===== src/rtl/sync_prom_seq.sv =====
// Video timing sequencer for the vsync PROM.
// Shares the PROM read port with a debug requester during hblank.
module sync_prom_seq #(
  parameter int H_TOTAL       = 384,
  parameter int H_BLANK_START = 256,
  parameter int HSYNC_START   = 288,
  parameter int HSYNC_END     = 320
) (
  input  logic       clk,
  input  logic       reset_n,
  input  logic       pix_ce,
  output logic [8:0] hcount,
  output logic [7:0] vcount,
  output logic       hblank,
  output logic       hsync,
  output logic       vblank,
  output logic       vsync,
  output logic       vint,
  output logic [7:0] prom_a,
  output logic       prom_e1,
  output logic       prom_e2,
  input  logic [3:0] prom_d,
  input  logic       dbg_req,
  input  logic [7:0] dbg_addr,
  output logic       dbg_ack,
  output logic [3:0] dbg_data
);

  localparam logic [1:0] S_IDLE = 2'd0;
  localparam logic [1:0] S_RD   = 2'd1;
  localparam logic [1:0] S_CAP  = 2'd2;

  localparam logic [8:0] H_LAST = 9'(H_TOTAL - 1);
  localparam logic [8:0] H_WIN  = 9'(H_TOTAL - 4);
  localparam logic [8:0] H_BS   = 9'(H_BLANK_START);
  localparam logic [8:0] H_SS   = 9'(HSYNC_START);
  localparam logic [8:0] H_SE   = 9'(HSYNC_END);

  logic [1:0] state;
  logic       line_int;
  logic       en;
  logic       wrap;
  logic       grant;
  logic [8:0] hnext;
  logic [7:0] vnext;

  assign vnext = vcount + 8'd1;
  assign wrap  = pix_ce && (hcount == H_LAST);
  assign hnext = wrap ? 9'd0 : hcount + 9'd1;

  // The window ends 3 counts before wrap so the PROM is back on vnext in time.
  assign grant = (state == S_IDLE) && dbg_req && !dbg_ack
              && hblank && (hcount <= H_WIN);

  assign prom_a  = (state == S_RD) ? dbg_addr : vnext;
  assign prom_e1 = en;
  assign prom_e2 = en;

  always_ff @(posedge clk or negedge reset_n) begin
    if (!reset_n) begin
      en <= 1'b0;
    end else begin
      en <= 1'b1;
    end
  end

  always_ff @(posedge clk or negedge reset_n) begin
    if (!reset_n) begin
      hcount   <= 9'd0;
      vcount   <= 8'd0;
      hblank   <= 1'b0;
      hsync    <= 1'b0;
      vblank   <= 1'b0;
      vsync    <= 1'b0;
      line_int <= 1'b0;
      vint     <= 1'b0;
    end else begin
      vint <= wrap && prom_d[0] && !line_int;
      if (pix_ce) begin
        hcount <= hnext;
        hblank <= hnext >= H_BS;
        hsync  <= (hnext >= H_SS) && (hnext < H_SE);
      end
      if (wrap) begin
        vcount   <= vnext;
        vblank   <= prom_d[2];
        vsync    <= prom_d[1];
        line_int <= prom_d[0];
      end
    end
  end

  always_ff @(posedge clk or negedge reset_n) begin
    if (!reset_n) begin
      state    <= S_IDLE;
      dbg_ack  <= 1'b0;
      dbg_data <= 4'd0;
    end else begin
      dbg_ack <= (state == S_CAP);
      unique case (1'b1)
        state == S_RD: begin
          state <= S_CAP;
        end
        state == S_CAP: begin
          state    <= S_IDLE;
          dbg_data <= prom_d;
        end
        default: begin
          state <= grant ? S_RD : S_IDLE;
        end
      endcase
    end
  end

endmodule


===== config.mk =====
export PLATFORM = sky130hd
export DESIGN_NAME = sync_prom_seq
export DESIGN_NICKNAME = d
export VERILOG_FILES = /design/src/rtl/sync_prom_seq.sv
export SDC_FILE = /design/constraint.sdc
export NUM_CORES = 1
export LEC_CHECK = 0
export CORE_MARGIN = 1.5
export CORE_UTILIZATION = 56
export CTS_CLUSTER_DIAMETER = 80
export DETAILED_ROUTE_END_ITERATION = 12
export DONT_BUFFER_PORTS = 1
export GPL_TIMING_DRIVEN = 0
export PLACE_DENSITY = 0.75
export SETUP_SLACK_MARGIN = 0.05
export SYNTH_ARGS = -nofsm -noshare
export SYNTH_HDL_FRONTEND = slang
export SYNTH_SLANG_ARGS = --single-unit

===== constraint.sdc =====
create_clock -name clk -period 1.7 [get_ports clk]
set_clock_uncertainty 0.15 [all_clocks]
set_input_delay 0.34 -clock clk [delete_from_list [all_inputs] [get_ports clk]]
set_output_delay 0.34 -clock clk [all_outputs]
set_load 0.02 [all_outputs]

==> metrics.md, run 1 <==
| Metric | Value |
|---|---|
| Area Growth Syn to Fin | 37.5% |
| Max FO, Critical Path | 5 |
| Antenna violations before repair | 0 |
| Detail Route Antenna Nets | 0 |
| Post-Route M1 WL | 1510 um |
| Vias in the first global route | 1245 |
| CP Capture Type | output port |
| Row cnt | 19 |
| CTS clk-pin slew, worst paths | 0.10 ns |
| Met2 routed WL | 1730 um |
| DR top layer | met4 |
| Maxcap violations | 0 |
| Gr usage total | 23.4% |
| DRT iter0 DRCs | 14 |
| CP Launch Type | flop |
| Clk Latency, worst-skew pair | 0.33 ns |
| Final setup fails | 20 |
| Reg-to-reg slack, setup | -0.18 ns |
| Die area | 0.00331 mm^2 |
| Ratio of cells with drive above 1 in the final layout | 55.3% |
| Leakage | 0.00104 uW |
| Placed Cells incl. Taps | 179 |
| NumNets Final | 200 |
| Status | finished, violations left |
| Synth cell types | 41 |
| Max Fclk | 0.476 GHz |
| Die height | 57.5 um |
| Failing checks | negative setup slack |
| CP arrival | 1.61 ns |
| Drt wl/cell | 17.3 um |
| Setup TNS | -3.72 ns |
| # clock sinks | 31 |
| Starting density of the core | 59.8% |
| Register bit total from synthesis | 31 |
| Sequential share of the synthesized area | 46.7% |
| Final Cycle Share | 124% |
| RSZ-0062 raised after global routing | true |
| CORE AREA | 0.00278 mm^2 |
| 1st-pass router iterations | 6 |
| DRC Markers | 0 |
| CTS tree | built |
| Worst min-delay path class | in -> reg |
| Die X | 57.5 um |
| Antenna diodes | 0 |
| Via/cell ratio | 5.93 |
| Worst ir drop on vdd | 0.880 mV |
| Final Max Tran Viols | 0 |
| Cell area after synthesis | 0.00166 mm^2 |
| Cell Count, Final, Fillers Out | 210 |
| First-pass GRT wire length | 5760 um |
| Syn Area/Cell | 11.2 um^2 |
| Pwr Density | 953 mW/mm^2 |
| Via count | 1245 |
| Yosys warns | 0 |
| Post-route setup slack | -0.402 ns |
| CTS max path bufs | 2 |
| GRT overflow | 0 |
| Syn Nets | 170 |
| # H-tree levels | 2 |
| Met3 WL | 289 um |
| Mapped Cells | 148 |
| Post-route minimum period | 2.10 ns |
| HP Start | pix_ce |
| # IOs | 53 |
| Routed WL | 3630 um |
| Worst hold stages | 2 |
| Largest net degree at the start of global routing | 32 |
| Final Hold Fails | 0 |
| Clk root buf | clkbuf_4 |
| I/O Buffers | 0 |
| Routability cong. | 0.829 |
| Util after Layout | 82.2% |
| CP Class | reg -> out |
| Critical path required time | 1.21 ns |
| CTS Buf Count | 5 |
| Dpl hpwl | 2050 um |
| Reg2reg start | hcount[1]$_DFFE_PN0P_ |
| Reg2reg path depth | 6 |
| Reg-to-reg critical path endpoint | vcount[1]$_DFFE_PN0N_ |
| Worst hold path endpoint | hblank$_DFFE_PN0P_ |
through the flow:
stage	total power (uW)	setup slack (ns)	hold slack [ns]	area, um^2
3_5_place_dp	1420	-0.224	-0.105	1810
2_1_floorplan	1350	-0.0947	-0.106	1770
6_report	2180	-0.402	0.0666	2290
4_1_cts	2160	-0.412	0.0342	2230
5_1_grt	2280	-0.508	0.0411	2290
3_3_place_gp	1410	-0.218	-0.105	1810
report_power, final:
part | total [uW] | switching [uW] | internal [uW]
Clock | 607 | 260 | 347
Combinational | 443 | 213 | 230
Sequential | 1130 | 273 | 856
worst max-delay path, stage by stage (launching register included):
cell and delay (ns):
dfrtp_2 0.53, ha_4 0.20, nand3_4 0.09, nor2_4 0.13
xnor2_2 0.08, o21ai_2 0.26
routing by layer:
| layer | GRT usage, % | vias to the layer above |
|---|---|---|
| met5 | 0 | - |
| met4 | 13.0 | 0 |
| met3 | 8.16 | 11 |
| met2 | 36.2 | 70 |
| met1 | 28.6 | 595 |
| li1 | - | 569 |
timing repair:
| item | 4_1_cts | 5_1_grt |
|---|---|---|
| hold buffers | 7 | 0 |
| endpoints found under the setup margin | 26 | 26 |
| pin swaps | 17 | 9 |
| gates resized for setup | 26 | 15 |
| cloned | 1 | 0 |
| hold endpoints to repair | 40 | 0 |
| setup buffers | 14 | 2 |
logic make-up (layout without fill, tap and decap cells):
family / after synthesis / after routing / synth area share, %
compound gates: 19 / 19 / 7.22
buf+inv: 12 / 43 / 5.27
mux: 12 / 12 / 8.28
other cells: 1 / 1 / 0.226
fa+ha+maj: 6 / 6 / 4.51
simple gates: 48 / 48 / 16.0
flops: 31 / 31 / 46.7
xor+xnor: 19 / 19 / 11.8
sequential cells by signal, summed over array words and instances (netlist names):
signal    cells
vint          1
hcount        9
dbg_ack       1
vsync         1
line_int      1
hsync         1
dbg_data      4
state         2
hblank        1
vcount        8
vblank        1
prom_e1       1
placed cells by master (no fill, tap or decap), types with 2 or more instances in the layout:
master         instances
dfrtp_1               16
dfrtp_2               15
nand2_1               12
buf_4                  9
o21ai_2                7
xor2_1                 7
xnor2_2                6
xnor2_1                6
mux2_4                 6
buf_6                  6
dlygate4sd3_1          6
inv_1                  5
nand2_2                5
nor2_1                 5
mux2_2                 5
clkbuf_4               5
buf_12                 4
nand3_1                4
nand4_1                3
nand2_4                3
ha_4                   3
ha_1                   3
clkbuf_8               2
nand3_4                2
nor2_4                 2
buf_8                  2
a21oi_1                2
a21o_1                 2
cell usage after synthesis, drive strengths merged:
cell type / number / area [um^2]
a211o: 1 / 10.0
a211oi: 2 / 15.0
a21o: 2 / 15.0
a21oi: 2 / 10.0
a41oi: 1 / 8.76
and2: 2 / 16.3
and3: 2 / 12.5
and4: 1 / 11.3
buf: 5 / 61.3
clkbuf: 1 / 3.75
conb: 1 / 3.75
dfrtp: 31 / 776
ha: 6 / 75.1
inv: 6 / 22.5
mux2: 11 / 128
mux2i: 1 / 10.0
nand2: 20 / 90.1
nand3: 6 / 35.0
nand4: 3 / 18.8
nand4b: 1 / 8.76
nor2: 8 / 30.0
nor2b: 2 / 20.0
nor3: 1 / 10.0
nor3b: 1 / 7.51
nor4: 1 / 6.26
o21ai: 8 / 40.0
o21bai: 1 / 7.51
o22ai: 1 / 6.26
o31ai: 1 / 7.51
xnor2: 12 / 135
xor2: 7 / 61.3
layout make-up:
cell class	count	area (um^2)
Multi-Input combinational cell	105	1020
Sequential cell	31	795
Fill cell	147	494
Timing Repair Buffer	23	244
Buffer	6	78.8
Clock buffer	6	51.3
Tap cell	31	38.8
Clock inverter	2	35.0
Inverter	6	22.5
worst max-delay path by stage:
stage,from,end,slack (ns),depth (start not counted)
CTS,vcount[0]$_DFFE_PN0N_,prom_a[6],-0.41,5
finish,vcount[0]$_DFFE_PN0N_,prom_a[6],-0.40,5
floorplan,hcount[0]$_DFFE_PN0P_,vcount[1]$_DFFE_PN0N_,-0.09,6
global placement,hcount[0]$_DFFE_PN0P_,vcount[1]$_DFFE_PN0N_,-0.22,6
detailed placement,hcount[0]$_DFFE_PN0P_,vcount[1]$_DFFE_PN0N_,-0.22,6
global route,vcount[0]$_DFFE_PN0N_,prom_a[6],-0.51,5
Note: power is estimated with default switching activity, not from simulation.
==> inputs of run 2 (changes only) <==
--- a/config.mk
+++ b/config.mk
@@ -5,13 +5,14 @@
 export SDC_FILE = /design/constraint.sdc
 export NUM_CORES = 1
 export LEC_CHECK = 0
+export CAP_MARGIN = 20
 export CORE_MARGIN = 1.5
-export CORE_UTILIZATION = 56
+export CORE_UTILIZATION = 65
 export CTS_CLUSTER_DIAMETER = 80
 export DETAILED_ROUTE_END_ITERATION = 12
 export DONT_BUFFER_PORTS = 1
 export GPL_TIMING_DRIVEN = 0
-export PLACE_DENSITY = 0.75
+export PLACE_DENSITY = 0.82
 export SETUP_SLACK_MARGIN = 0.05
 export SYNTH_ARGS = -nofsm -noshare
 export SYNTH_HDL_FRONTEND = slang
==> constraint.sdc (replaced) <==
create_clock -name clk -period 2.6 [get_ports clk]
set_clock_uncertainty 0.15 [all_clocks]
set_input_delay 0.52 -clock clk [delete_from_list [all_inputs] [get_ports clk]]
set_output_delay 0.52 -clock clk [all_outputs]
set_load 0.02 [all_outputs]
==> run 2 against run 1 <==
The flow now finishes without violations; clock-buffer cell count decreased by 1; critical path depth did not move; combinational power decreased by 55%; flip-flop and latch count did not move; largest cell class unchanged.
==> metrics.md, run 2 (synthesis gave the netlist of run 1 again) <==
| Metric | Value |
|---|---|
| I/O Buffers | 0 (unchanged) |
| Die area | 0.00287 mm^2 (-13%) |
| Worst hold path endpoint | dbg_data[2]$_DFFE_PN0P_ |
| Most common cell after layout, fill and taps aside | dfrtp_1 |
| CP Launch Type | flop |
| Gr usage total | 23.8% (+0.42 points) |
| Post-route setup slack | 0.181 ns (+0.583 ns) |
| # IOs | 53 (unchanged) |
| # clock sinks | 31 (unchanged) |
| Detail Route Antenna Nets | 0 (unchanged) |
| Largest regs | hcount (9), vcount (8), dbg_data (4) |
| DRT iter0 DRCs | 22 (+8) |
| GRT overflow | 0 (unchanged) |
| Commonest non-fill, non-tap cells in the layout | dfrtp_1 (28), nand2_1 (16), mux2_2 (10), xnor2_1 (8) |
| Worst min-delay path class | in -> reg |
| Worst ir drop on vdd | 0.681 mV (-23%) |
| Via/cell ratio | 5.91 (-0.31%) |
| Area Growth Syn to Fin | 9.71% |
| Overall power | 1190 uW (-45%) |
| Sequential power share | 60.6% (+8.8 points) |
| Final setup fails | 0 (-100%) |
| Reg-to-reg slack, setup | 0.35 ns (+0.53 ns) |
| CTS clk-pin slew, worst paths | 0.09 ns (about the same) |
| Post-route minimum period | 2.42 ns |
| Clock Power Share | 22.6% (-5.3 points) |
| Reg-to-reg critical path endpoint | vcount[1]$_DFFE_PN0N_ |
| # H-tree levels | 2 (unchanged) |
| Routability cong. | 0.826 (-0.29%) |
| Final Cycle Share | 93.0% |
| RSZ-0062 raised after global routing | false |
| CTS max path bufs | 2 (unchanged) |
| Final hold slack | 0.179 ns (+0.112 ns) |
| HP Start | prom_d[2] |
| Routed WL | 3010 um (-17%) |
| Ratio of cells with drive above 1 in the final layout | 32.1% (-23 points) |
| Max FO, Critical Path | 5 (unchanged) |
| Largest net degree at the start of global routing | 32 (unchanged) |
| Maxcap violations | 0 (unchanged) |
| Clk root buf | clkbuf_4 |
| CTS tree | built |
| Final Max Tran Viols | 0 (unchanged) |
| NumNets Final | 180 (-10%) |
| First-pass GRT wire length | 4640 um (-19%) |
| Pwr Density | 652 mW/mm^2 (-32%) |
| Max Fclk | 0.413 GHz |
| Final Hold Fails | 0 (unchanged) |
| Starting density of the core | 67.7% (+8.0 points) |
| FILL cells | 176 (+20%) |
| Net Sw Frac | 37.0% (+2.8 points) |
| Dpl hpwl | 2140 um (+4.6%) |
| Number of flip-flops in the largest register | 9 (unchanged) |
| CP Capture Type | output port |
| Util after Layout | 74.3% (-7.9 points) |
| Max incr delay on CP | 0.51 ns (-0.02 ns) |
| Die X | 53.6 um (-6.8%) |
| Logic gate share of total power | 16.8% (-3.5 points) |
| Critical path required time | 1.93 ns (+0.72 ns) |
| Int Power | 749 uW (-48%) |
| Clk Latency, worst-skew pair | 0.34 ns (about the same) |
| Net Switching | 440 uW (-41%) |
| CTS Buf Count | 5 (unchanged) |
| Place WS | 0.0179 ns (+0.242 ns) |
| Slowest CP cell | dfrtp_2 |
| CP Cell Sequence | ha_4, nand3_1, nor2_2, xnor2_1, o21ai_2 |
| Setup TNS | 0 ns (+3.72 ns) |
| Vias in the first global route | 1106 (-11%) |
| CORE AREA | 0.00245 mm^2 (-12%) |
| CP arrival | 1.75 ns (+0.14 ns) |
| Status | completed |
| Die height | 53.6 um (-6.8%) |
| 1st-pass router iterations | 4 (-2) |
| DRC Markers | 0 (unchanged) |
| Row cnt | 18 (-1) |
| CP Class | reg -> out |
| Reg2reg start | hcount[0]$_DFFE_PN0P_ |
| Biggest register | hcount |
| Antenna diodes | 0 (unchanged) |
| Leakage | 0.000858 uW (-18%) |
| Via count | 1117 (-10%) |
| Reg2reg path depth | 6 (unchanged) |
| Drt wl/cell | 15.9 um (-7.9%) |
| Antenna violations before repair | 0 (unchanged) |
| Worst hold stages | 1 (-1) |
## run 2: cell types whose count changed in the layout (fill, tap and decap cells not counted), moves of 3 or more
| cell | delta |
|---|---|
| dfrtp_1 | +12 |
| dfrtp_2 | -12 |
| buf_4 | -7 |
| dlygate4sd3_1 | -5 |
| mux2_2 | +5 |
| mux2_4 | -5 |
| nand2_1 | +4 |
| o21ai_1 | +4 |
| o21ai_2 | -4 |
| buf_6 | -3 |
## run 2: per-layer routing
layer | wire [um] | vias up | GRT usage [%]
met5 | 0 | - | 0
met4 | 39 | 0 | 14.1
met3 | 242 | 5 | 10.0
met2 | 1520 | 51 | 37.9
met1 | 1210 | 543 | 26.8
li1 | - | 518 | -
## run 2: area by class of cell
class                      instances  area (um^2)  share of cell area, %
clock inverter                     3         15.0                  0.823
clock buffer                       5         37.5                   2.06
multi-input combinational        105          828                   45.4
tap                               30         37.5                   2.06
timing repair buffer               3         37.5                   2.06
inverter                           6         22.5                   1.23
buffer                             6         66.3                   3.64
sequential                        31          779                   42.7
## run 2: worst max-delay path by stage
stage | startpoint | end | slack [ns]
final | vcount[0]$_DFFE_PN0N_ | prom_a[6] | 0.18
after global routing | state[1]$_DFF_PN0_ | prom_a[2] | 0.05
after CTS | vcount[0]$_DFFE_PN0N_ | prom_a[6] | 0.05
after detailed placement | vcount[0]$_DFFE_PN0N_ | prom_a[6] | 0.02
after global placement | vcount[0]$_DFFE_PN0N_ | prom_a[6] | 0.11
after floorplan | vcount[0]$_DFFE_PN0N_ | prom_a[6] | 0.26
## run 2: power by group through the flow
| stage | combinational [uW] | sequential [uW] | clock, uW |
|---|---|---|---|
| 2_1_floorplan | 157 | 707 | 0 |
| 3_3_place_gp | 172 | 727 | 0 |
| 3_5_place_dp | 185 | 727 | 0 |
| 4_1_cts | 200 | 720 | 281 |
| 5_1_grt | 226 | 734 | 297 |
| 6_report | 200 | 720 | 269 |
## run 2: worst max-delay path, delay by kind of cell (launching register included)
kind | cells | cell delay [ns]
XOR/XNOR | 1 | 0.10
adder cells (fa/ha/maj) | 1 | 0.19
AO/OA/AOI/OAI | 1 | 0.28
AND/OR/NAND/NOR | 2 | 0.33
flip-flops | 1 | 0.51
## run 2: timing repair
item                                   4_1_cts  5_1_grt
endpoints found under the hold margin       31        0
resized for setup                           10        8
pin swaps                                    0        2
setup endpoints to repair                    4        7
hold buffers                                 2        0
buffers inserted                             0        1
## run 2: per-stage QoR
| stage | instances | cell area, um^2 |
|---|---|---|
| 2_1_floorplan | 148 | 1660 |
| 3_3_place_gp | 178 | 1700 |
| 3_5_place_dp | 178 | 1700 |
| 4_1_cts | 188 | 1800 |
| 5_1_grt | 189 | 1820 |
| 6_report | 189 | 1820 |
